$ cat src/rtl/ifetch_unit.sv
// Instruction fetch unit: single-outstanding memory request FSM feeding a 2-entry
// registered instruction FIFO, with branch redirect and stale-response discard.
module ifetch_unit #(
    parameter logic [31:0] RESET_PC = 32'h0000_0000
) (
    input  logic        clk_i,
    input  logic        rst_n_i,
    input  logic        redirect_i,
    input  logic [31:0] redirect_pc_i,
    output logic        imem_req_o,
    output logic [31:0] imem_addr_o,
    input  logic        imem_gnt_i,
    input  logic        imem_rvalid_i,
    input  logic [31:0] imem_rdata_i,
    output logic        inst_valid_o,
    output logic [31:0] inst_o,
    output logic [31:0] inst_pc_o,
    input  logic        inst_ready_i
);

    typedef enum logic [1:0] {StIdle, StReq, StWait} state_e;

    state_e            state_q, state_d;
    logic [31:0]       fetch_pc_q, fetch_pc_d;
    logic [31:0]       pend_pc_q, pend_pc_d;
    logic              discard_q, discard_d;
    logic [1:0]        count_q, count_d;
    logic [1:0][31:0]  fifo_pc_q, fifo_pc_d;
    logic [1:0][31:0]  fifo_inst_q, fifo_inst_d;

    logic [31:0] redirect_tgt;
    logic        grant, resp, push, pop, wr_idx;

    assign redirect_tgt = redirect_pc_i & 32'hFFFF_FFFC;
    assign grant        = imem_req_o & imem_gnt_i;
    assign resp         = (state_q == StWait) & imem_rvalid_i;
    assign pop          = inst_valid_o & inst_ready_i & ~redirect_i;
    assign push         = resp & ~discard_q & ~redirect_i & ((count_q != 2'd2) | pop);
    // Slot for the incoming entry after an optional same-cycle shift of the head.
    assign wr_idx       = pop ? count_q[1] : count_q[0];

    always_ff @(posedge clk_i or negedge rst_n_i) begin
        if (!rst_n_i) begin
            state_q <= StIdle;
        end else begin
            state_q <= state_d;
        end
    end

    always_comb begin
        state_d = state_q;
        unique case (state_q)
            StIdle:  state_d = StReq;
            StReq:   if (grant) state_d = StWait;
            StWait:  if (imem_rvalid_i) state_d = StReq;
            default: state_d = StIdle;
        endcase
    end

    always_comb begin
        imem_req_o   = (state_q == StReq) && (count_q < 2'd2);
        imem_addr_o  = imem_req_o ? fetch_pc_q : 32'h0;
        inst_valid_o = (count_q != 2'd0);
        inst_o       = inst_valid_o ? fifo_inst_q[0] : 32'h0;
        inst_pc_o    = inst_valid_o ? fifo_pc_q[0] : 32'h0;
    end

    always_comb begin
        fetch_pc_d = fetch_pc_q;
        pend_pc_d  = pend_pc_q;
        discard_d  = discard_q;
        if (grant) begin
            pend_pc_d  = fetch_pc_q;
            fetch_pc_d = fetch_pc_q + 32'd4;
            discard_d  = redirect_i;
        end
        if (resp) begin
            discard_d = 1'b0;
        end else if ((state_q == StWait) && redirect_i) begin
            discard_d = 1'b1;
        end
        if (redirect_i) begin
            fetch_pc_d = redirect_tgt;
        end
    end

    always_comb begin
        fifo_pc_d   = fifo_pc_q;
        fifo_inst_d = fifo_inst_q;
        count_d     = count_q;
        if (redirect_i) begin
            count_d = 2'd0;
        end else begin
            if (pop) begin
                fifo_pc_d[0]   = fifo_pc_q[1];
                fifo_inst_d[0] = fifo_inst_q[1];
            end
            if (push) begin
                fifo_pc_d[wr_idx]   = pend_pc_q;
                fifo_inst_d[wr_idx] = imem_rdata_i;
            end
            count_d = count_q + {1'b0, push} - {1'b0, pop};
        end
    end

    always_ff @(posedge clk_i or negedge rst_n_i) begin
        if (!rst_n_i) begin
            fetch_pc_q  <= RESET_PC;
            pend_pc_q   <= 32'h0;
            discard_q   <= 1'b0;
            count_q     <= 2'd0;
            fifo_pc_q   <= '0;
            fifo_inst_q <= '0;
        end else begin
            fetch_pc_q  <= fetch_pc_d;
            pend_pc_q   <= pend_pc_d;
            discard_q   <= discard_d;
            count_q     <= count_d;
            fifo_pc_q   <= fifo_pc_d;
            fifo_inst_q <= fifo_inst_d;
        end
    end

endmodule

$ cat config.mk
export PLATFORM = sky130hd
export DESIGN_NAME = ifetch_unit
export DESIGN_NICKNAME = d
export VERILOG_FILES = /design/src/rtl/ifetch_unit.sv
export SDC_FILE = /design/constraint.sdc
export NUM_CORES = 1
export LEC_CHECK = 0
export ABC_AREA = 1
export CAP_MARGIN = 20
export CORE_MARGIN = 3
export CORE_UTILIZATION = 30
export CTS_CLUSTER_SIZE = 16
export DETAILED_ROUTE_END_ITERATION = 8
export PLACE_DENSITY_LB_ADDON = 0.12
export SKIP_CTS_REPAIR_TIMING = 1
export SLEW_MARGIN = 40
export SYNTH_ARGS = -nofsm -noshare
export SYNTH_HDL_FRONTEND = slang
export SYNTH_SLANG_ARGS = --single-unit
$ cat constraint.sdc
create_clock -name clk_i -period 3.9 [get_ports clk_i]
set_clock_uncertainty 0.05 [all_clocks]
set_input_delay 0.78 -clock clk_i [delete_from_list [all_inputs] [get_ports clk_i]]
set_output_delay 0.78 -clock clk_i [all_outputs]
set_load 0.005 [all_outputs]
==> impl_metrics.py, run 1 <==
metrics = {
    "placed_design": {
        "dpl-instance-area_um2": 12000,
        "gp_congestion": 0.796,
        "port_buffers": 163,
        "hpwl_mm": 18.2,
    },
    "die": {
        "start_util_pct": 30.5,
        "fp.dieH_um": 188,
        "io_pins": 168,
        "die_area_um2": 35400,
        "die_w_um": 188,
        "std_cell_rows": 66,
        "coreArea_um2": 32600,
    },
    "synth": {
        "synthAdderAreaFrac_pct": 0.377,
        "synth_area_leader_cell": "dfrtp_1",
        "syn_inst": 1405,
        "synth_compound_area_share_pct": 6.27,
        "syn_area_um2": 9960,
        "yosys.area_share.xor_xnor_pct": 0.704,
        "synthTopCellsByArea": "dfrtp_1, nand2_1, inv_1, o21ai_0, nor2_1",
        "synth_top_family_by_area": "simple AND/OR/NAND/NOR gates",
        "synth.distinct_cells": 24,
        "synth.avg_cell_area_um2": 7.09,
        "synth-seq-cells": 191,
        "ys_seq_area_share_pct": 48.0,
        "synth_warnings": 0,
        "synth_top_area_share_pct": 48.0,
        "synth-simple-area-share_pct": 34.3,
        "yosys-mux-area-fraction_pct": 0,
    },
    "sta": {
        "maxSlewViolCount": 0,
        "tns_ns": 0,
        "hold_viol": 0,
        "fin_crit_sh_pct": 81.1,
        "setup_viol": 0,
        "min_period_ns": 3.16,
        "worst_pin_slew_ns": 0.794,
        "rsz0062_at_grt": "no",
        "fmaxAchievable_mhz": 316,
        "slew_headroom_pct": 47.1,
    },
    "critical_path": {
        "cp-end-kind": "output pin",
        "rrSetupSlack_ns": 1.53,
        "worst_path_max_delay_cell": "buf_4",
        "required_ns": 3.07,
        "reg2reg_to": "fifo_inst_q[16]",
        "reg2reg_depth": 10,
        "rr_startpoint": "count_q[1]",
        "path_cells": "nor2_4 -> buf_4 -> nor2_1 -> clkdlybuf4s50_1",
        "slowest_delay_ns": 0.62,
        "worstPathMaxFanout": 65,
        "cp_data_arrival_time_ns": 2.33,
        "critPathLaunchType": "flip-flop",
        "critPathLaunch": "count_q[1]",
        "criticalPathCategory": "flip-flop to output pin",
    },
    "detailed_routing": {
        "drt_iter0_drc": 413,
        "wl_mm": 27.9,
        "vias_per_cell": 4.32,
        "drc": 0,
        "num_vias": 8602,
        "firstDrtPassIters": 4,
        "antenna_left": 0,
        "wl_per_cell_um": 14.0,
    },
    "global_routing": {
        "grt_remaining_overflow": 0,
        "grt_pass1_wl_mm": 45.4,
        "grt_pass1_vias": 8344,
        "track_usage_pct": 16.0,
        "antenna_found_initial": 0,
        "grt_max_degree": 81,
    },
    "cells_and_area": {
        "finish.instance_area_um2": 12600,
        "area_growth_pct": 26.4,
        "fillers": 3495,
        "nets": 1608,
        "drive_above_1_share_pct": 4.13,
        "n_antenna_cell": 0,
    },
    "status": {
        "status": "finished clean",
    },
    "power": {
        "peakVddDrop_uv": 347,
        "p_per_area_nw_per_um2": 558,
        "p_leak_uw": 0.00654,
    },
    "clock_network": {
        "numCtsBuffers": 17,
        "clock_sinks": 191,
        "ctsHtreeMaxLevel": 4,
        "cts_tree": "yes",
        "path_clk_slew_ns": 0.08,
        "clock_latency_ns": 0.43,
        "clk_path_buf_depth": 2,
        "cts_root_buffer": "clkbuf_16",
    },
    "worst_hold_path": {
        "hold_class": "input port to async pin",
    },
    "job": {
        "cap_violations": 0,
    },
}
## cell families (layout without fill, tap and decap cells)
| group | Yosys count | count (layout) |
|---|---|---|
| compound gates | 122 | 122 |
| xor+xnor | 8 | 8 |
| fa+ha+maj | 3 | 3 |
| buf+inv | 262 | 404 |
| flops | 191 | 191 |
| other cells | 1 | 2 |
| simple gates | 818 | 818 |
## state kept, by name, summed over array words and instances, names as in the netlist
| register | flops |
|---|---|
| fifo_inst_q | 64 |
| fifo_pc_q | 62 |
| fetch_pc_q | 30 |
| pend_pc_q | 30 |
| count_q | 2 |
| state_q | 2 |
| discard_q | 1 |
## final cells by class
class                           instances  area, um^2  area share (%)
Sequential cell                       191        4780            38.0
Multi-Input combinational cell        953        4170            33.1
Timing Repair Buffer                  180        1790            14.2
Inverter                              192         724            5.76
Tap cell                              442         553            4.39
Clock buffer                           17         425            3.38
Clock inverter                         15         150            1.19
## synthesized netlist by cell type
cell	instances
nand2_1	554
dfrtp_1	191
inv_1	188
nor2_1	142
o21ai_0	115
nand3b_1	62
nand3_1	49
clkbuf_1	32
buf_2	28
buf_1	8
xor2_1	6
o211ai_1	5
inv_2	4
nor2_4	4
ha_1	3
nand2_2	3
and2_1	2
buf_4	2
xnor2_1	2
a21oi_1	1
conb_1	1
nand2_4	1
nor3_1	1
o22ai_1	1
## through the flow
| stage | power [uW] | std cells | util, % | worst slack (ns) | hold WS (ns) |
|---|---|---|---|---|---|
| 2_1_floorplan | 4370 | 1406 | - | 1.32 | 0.387 |
| 5_1_grt | 7630 | 1990 | 38.6 | 0.571 | 0.355 |
| 6_report | 7020 | 1990 | 38.6 | 0.738 | 0.284 |
| 3_5_place_dp | 5340 | 1958 | 36.8 | 0.626 | 0.403 |
| 4_1_cts | 7140 | 1990 | 38.6 | 0.669 | 0.323 |
| 3_3_place_gp | 5290 | 1958 | 36.8 | 0.626 | 0.399 |
## routing by layer
layer / global-route usage [%] / vias to the layer above / part of all wire [%]
met1: 22.4 / 3923 / 50
met2: 26.2 / 175 / 45
met4: 3.43 / 0 / 0.85
met3: 2.64 / 12 / 4.2
li1: - / 4492 / -
met5: 0 / - / 0
## where the power goes
part,switching (uW),internal (uW),total (uW)
combinational,1360,1020,2380
sequential,311,2570,2880
clock,854,903,1760
## worst max-delay path by stage
stage / cells after the start / to
global route: 4 / inst_o[30]
finish: 4 / inst_pc_o[18]
global placement: 12 / fifo_pc_q[16]
CTS: 4 / inst_pc_o[31]
floorplan: 11 / count_q[1]
detailed placement: 12 / fifo_inst_q[16]
## cells in the final DEF, fill, tap and decap left out
| master | synthesis | routed |
|---|---|---|
| inv_6 | 0 | 5 |
| and2_1 | 2 | 2 |
| ha_1 | 3 | 3 |
| inv_1 | 188 | 188 |
| nand2_4 | 1 | 1 |
| clkbuf_8 | 0 | 1 |
| dfrtp_1 | 191 | 191 |
| nor3_1 | 1 | 1 |
| o21ai_0 | 115 | 115 |
| clkinv_2 | 0 | 2 |
| nand3_1 | 49 | 49 |
| xor2_1 | 6 | 6 |
| bufinv_16 | 0 | 1 |
| clkdlybuf4s50_1 | 0 | 162 |
| nand2_1 | 554 | 553 |
| nor2_4 | 4 | 5 |
| o211ai_1 | 5 | 5 |
| inv_4 | 0 | 1 |
| nor2_1 | 142 | 141 |
| clkbuf_16 | 0 | 17 |
| o22ai_1 | 1 | 1 |
| buf_12 | 0 | 2 |
| xnor2_1 | 2 | 2 |
| conb_1 | 1 | 2 |
| clkinvlp_4 | 0 | 3 |
| nand2_2 | 3 | 4 |
| clkinv_4 | 0 | 3 |
| a21oi_1 | 1 | 1 |
| inv_2 | 4 | 2 |
| buf_4 | 2 | 15 |
| nand3b_1 | 62 | 62 |
| inv_8 | 0 | 2 |
## critical path: cells and delay by family, from the launching register on
kind | cells | cell delay, ns
AND/OR/NAND/NOR | 2 | 0.24
buffers and inverters | 2 | 1.17
flip-flops | 1 | 0.46
No activity file was read; power rests on OpenSTA's default activity.
==> inputs of run 2 (changes only) <==
- clock period: 3.9 -> 3.3 ns (I/O delays scaled with it)
==> impl_metrics.py, run 2 (same netlist as run 1, synthesis figures left out) <==
metrics = {
    "global_routing": {
        "grt_remaining_overflow": 0,
        "antenna_found_initial": 0,
        "grt_pass1_wl_mm": 46.4,
        "grt_pass1_vias": 8541,
        "track_usage_pct": 16.2,
        "grt_max_degree": 126,
    },
    "placed_design": {
        "gp_congestion": 0.822,
        "dp_slack_ns": 0.535,
        "port_buffers": 163,
        "hpwl_mm": 18.8,
    },
    "clock_network": {
        "clock_sinks": 191,
        "cts_tree": "yes",
        "ctsHtreeMaxLevel": 4,
        "clk_path_buf_depth": 2,
        "clock_latency_ns": 0.43,
        "cts_root_buffer": "clkbuf_16",
        "path_clk_slew_ns": 0.08,
        "numCtsBuffers": 17,
    },
    "cells_and_area": {
        "largest_register_ffs": 64,
        "drive_above_1_share_pct": 4.57,
        "n_antenna_cell": 0,
        "mostFrequentLayoutCells": "nand2_1, dfrtp_1, inv_1",
        "area_growth_pct": 27.4,
        "final_common_cell": "nand2_1",
        "nets": 1615,
        "reg.largest.list": "fifo_inst_q x64, fifo_pc_q x62",
        "regMostFlops": "fifo_inst_q",
    },
    "critical_path": {
        "cp_data_arrival_time_ns": 2.06,
        "rr_startpoint": "count_q[0]",
        "cp-end-kind": "output pin",
        "worstPathMaxFanout": 5,
        "reg2reg_to": "fifo_pc_q[59]",
        "criticalPathCategory": "flip-flop to output pin",
        "rrSetupSlack_ns": 1.18,
        "critPathLaunch": "count_q[1]",
        "reg2reg_depth": 11,
        "required_ns": 2.59,
        "critPathLaunchType": "flip-flop",
    },
    "detailed_routing": {
        "antenna_left": 0,
        "firstDrtPassIters": 5,
        "drt_iter0_drc": 449,
        "wl_per_cell_um": 14.1,
        "num_vias": 8639,
        "wl_mm": 28.2,
        "vias_per_cell": 4.33,
        "drc": 0,
    },
    "job": {
        "cap_violations": 0,
    },
    "sta": {
        "slew_headroom_pct": 54.8,
        "fin_ws_ns": 0.529,
        "fmaxAchievable_mhz": 361,
        "whs_ns": 0.211,
        "tns_ns": 0,
        "rsz0062_at_grt": "no",
        "worst_pin_slew_ns": 0.678,
        "min_period_ns": 2.77,
        "hold_viol": 0,
        "fin_crit_sh_pct": 84.0,
        "setup_viol": 0,
        "maxSlewViolCount": 0,
    },
    "power": {
        "peakVddDrop_uv": 350,
        "p_per_area_nw_per_um2": 657,
        "p_leak_uw": 0.00660,
    },
    "die": {
        "die_area_um2": 35400,
        "die_w_um": 188,
        "coreArea_um2": 32600,
        "io_pins": 168,
        "fp.dieH_um": 188,
        "std_cell_rows": 66,
        "start_util_pct": 30.5,
    },
    "status": {
        "status": "finished clean",
    },
    "worst_hold_path": {
        "hold_class": "input port to async pin",
    },
}
==> run 2: metrics by stage <==
stage	instances	power (uW)	area (um^2)	utilization, %
after detailed placement	1965	6320	12100	37.1
after global routing	1997	9090	12700	38.9
after global placement	1965	6270	12100	37.1
after CTS	1997	8480	12700	38.9
final	1997	8330	12700	38.9
after floorplan	1406	5160	9960	-
==> run 2: worst max-delay path: stages, from the launching register on <==
cell and delay, ns:
dfrtp_1 0.45, nor3_1 0.57, clkdlybuf4s50_1 0.62
==> run 2: report_power, final <==
group | internal, uW | switching, uW
combinational | 1220 | 1610
clock | 1090 | 1010
sequential | 3040 | 359
==> run 2: worst max-delay path by stage <==
stage                      end  slack [ns]  cells after the start
2_1_floorplan       count_q[1]        0.84                     11
3_3_place_gp        count_q[1]        0.57                     11
3_5_place_dp   fifo_inst_q[10]        0.54                      9
4_1_cts             imem_req_o        0.55                      2
5_1_grt             imem_req_o        0.46                      2
6_report            imem_req_o        0.53                      2
==> run 2: final cells by class <==
cell class / instances / area, um^2
clock buffers: 18 / 439
repair buffers: 187 / 1880
well taps: 442 / 553
inverters: 192 / 722
flip-flops and latches: 191 / 4780
clock inverters: 14 / 150
multi-input cells: 953 / 4170
fillers: 3451 / 19900
==> run 2: routing by layer <==
metal / vias to the layer above / global-route usage, % / share of wire, %
li1: 4508 / - / -
met1: 3960 / 22.6 / 50
met2: 160 / 26.7 / 46
met3: 11 / 2.87 / 3.5
met4: 0 / 3.26 / 0.83
met5: - / 0 / 0
==> inputs of run 3 (changes only) <==
- clock period: 3.3 -> 2.6 ns (I/O delays scaled with it)
==> impl_metrics.py, run 3 (same netlist as run 1, synthesis figures left out) <==
metrics = {
    "clock_network": {
        "clock_latency_ns": 0.44,
        "numCtsBuffers": 17,
        "cts_root_buffer": "clkbuf_16",
        "cts_tree": "yes",
        "ctsHtreeMaxLevel": 4,
        "path_clk_slew_ns": 0.08,
        "clk_path_buf_depth": 2,
        "clock_sinks": 191,
    },
    "global_routing": {
        "grt_remaining_overflow": 0,
        "gr-usage-met2_pct": 26.2,
        "grt_pass1_vias": 8547,
        "grt_max_degree": 67,
        "grt_pass1_wl_mm": 46.5,
        "use_met1_pct": 23.1,
        "met3_usage_pct": 2.53,
        "top_usage_layer": "met2",
        "track_usage_pct": 16.2,
        "antenna_found_initial": 0,
    },
    "die": {
        "die_w_um": 188,
        "die_area_um2": 35400,
        "io_pins": 168,
        "start_util_pct": 30.5,
        "std_cell_rows": 66,
        "fp.dieH_um": 188,
        "coreArea_um2": 32600,
    },
    "cells_and_area": {
        "area_growth_pct": 28.4,
        "fillers": 3480,
        "finish.instance_area_um2": 12800,
        "final_common_cell": "nand2_1",
        "n_antenna_cell": 0,
        "fin_util_pct": 39.2,
        "mostFrequentLayoutCells": "nand2_1, dfrtp_1, inv_1",
        "largest_register_ffs": 64,
        "reg.largest.list": "fifo_inst_q x64, fifo_pc_q x62",
        "regMostFlops": "fifo_inst_q",
        "drive_above_1_share_pct": 5.19,
        "nets": 1622,
    },
    "job": {
        "cap_violations": 0,
    },
    "critical_path": {
        "cp-end-kind": "output pin",
        "path_delay_family": "buffers and inverters",
        "worst_path_max_delay_cell": "clkdlybuf4s50_1",
        "cp_data_arrival_time_ns": 2.01,
        "slowest_delay_ns": 0.62,
        "criticalPathCategory": "flip-flop to output pin",
        "required_ns": 2.03,
        "path_cells": "nor3_1 -> clkdlybuf4s50_1",
        "worstPathMaxFanout": 4,
        "critPathLaunchType": "flip-flop",
        "worst-path-buf-inv": 1,
    },
    "power": {
        "peakVddDrop_uv": 482,
        "p_per_area_nw_per_um2": 827,
        "p_leak_uw": 0.00664,
    },
    "detailed_routing": {
        "wl_mm": 27.9,
        "vias_per_cell": 4.32,
        "drt_iter0_drc": 595,
        "num_vias": 8667,
        "antenna_left": 0,
        "wl_per_cell_um": 13.9,
        "drc": 0,
        "firstDrtPassIters": 5,
    },
    "sta": {
        "fmaxAchievable_mhz": 388,
        "fin_crit_sh_pct": 99.1,
        "tns_ns": 0,
        "fin_ws_ns": 0.0232,
        "maxSlewViolCount": 0,
        "setup_viol": 0,
        "hold_viol": 0,
        "slew_headroom_pct": 60.0,
        "min_period_ns": 2.58,
        "worst_pin_slew_ns": 0.595,
    },
    "worst_hold_path": {
        "hold_class": "input port to async pin",
    },
    "placed_design": {
        "dpl-instance-area_um2": 12200,
        "dp_slack_ns": 0.0666,
        "hpwl_mm": 19.0,
        "port_buffers": 163,
        "gp_congestion": 0.797,
    },
    "status": {
        "status": "finished clean",
    },
}
==> run 3: layout make-up <==
| cell class | count | area (um^2) | share of cell area [%] |
|---|---|---|---|
| tap | 442 | 553 | 4.33 |
| clock buffer | 19 | 453 | 3.54 |
| inverter | 192 | 722 | 5.65 |
| clock inverter | 13 | 123 | 0.959 |
| multi-input combinational | 953 | 4170 | 32.6 |
| timing repair buffer | 194 | 1980 | 15.5 |
| sequential | 191 | 4780 | 37.4 |
==> run 3: final timing paths <==
kind / start / to / slack, ns / cells past startpoint
setup / recovery: count_q[1] / imem_req_o / 0.02 / 2
hold / removal: rst_n_i / fifo_pc_q[0] / 0.03 / 1
setup reg to reg: fetch_pc_q[2] / fetch_pc_q[22] / 0.60 / 8
hold reg to reg: fifo_pc_q[61] / fifo_pc_q[61] / 0.41 / 2
max in group asynchronous: rst_n_i / fifo_pc_q[24] / 1.76 / 2
min in group clk_i: fifo_pc_q[61] / fifo_pc_q[61] / 0.41 / 2
==> run 3: layer usage <==
metal / part of all wire (%) / vias up
li1: - / 4525
met1: 51 / 3961
met2: 45 / 164
met3: 3.4 / 17
met4: 1.1 / 0
met5: 0 / -
==> run 3: worst register-to-register path, delay by kind of cell (launching register included) <==
kind	cells	cell delay (ns)
fa+ha+maj	1	0.21
simple gates	7	1.23
flops	1	0.40
==> run 3: power breakdown <==
group          internal (uW)  switching [uW]  total, uW
sequential              3860             461       4320
combinational           1590            2060       3650
clock                   1320            1280       2600
total                   6770            3800      10600
==> run 3: per-stage QoR <==
stage	cells	power (uW)	hold WS [ns]
after detailed placement	1970	8050	0.403
after CTS	2002	10700	0.0357
final	2004	10600	0.0263
after floorplan	1406	6550	0.174
after global placement	1970	7980	0.399
after global routing	2004	11500	0.0546
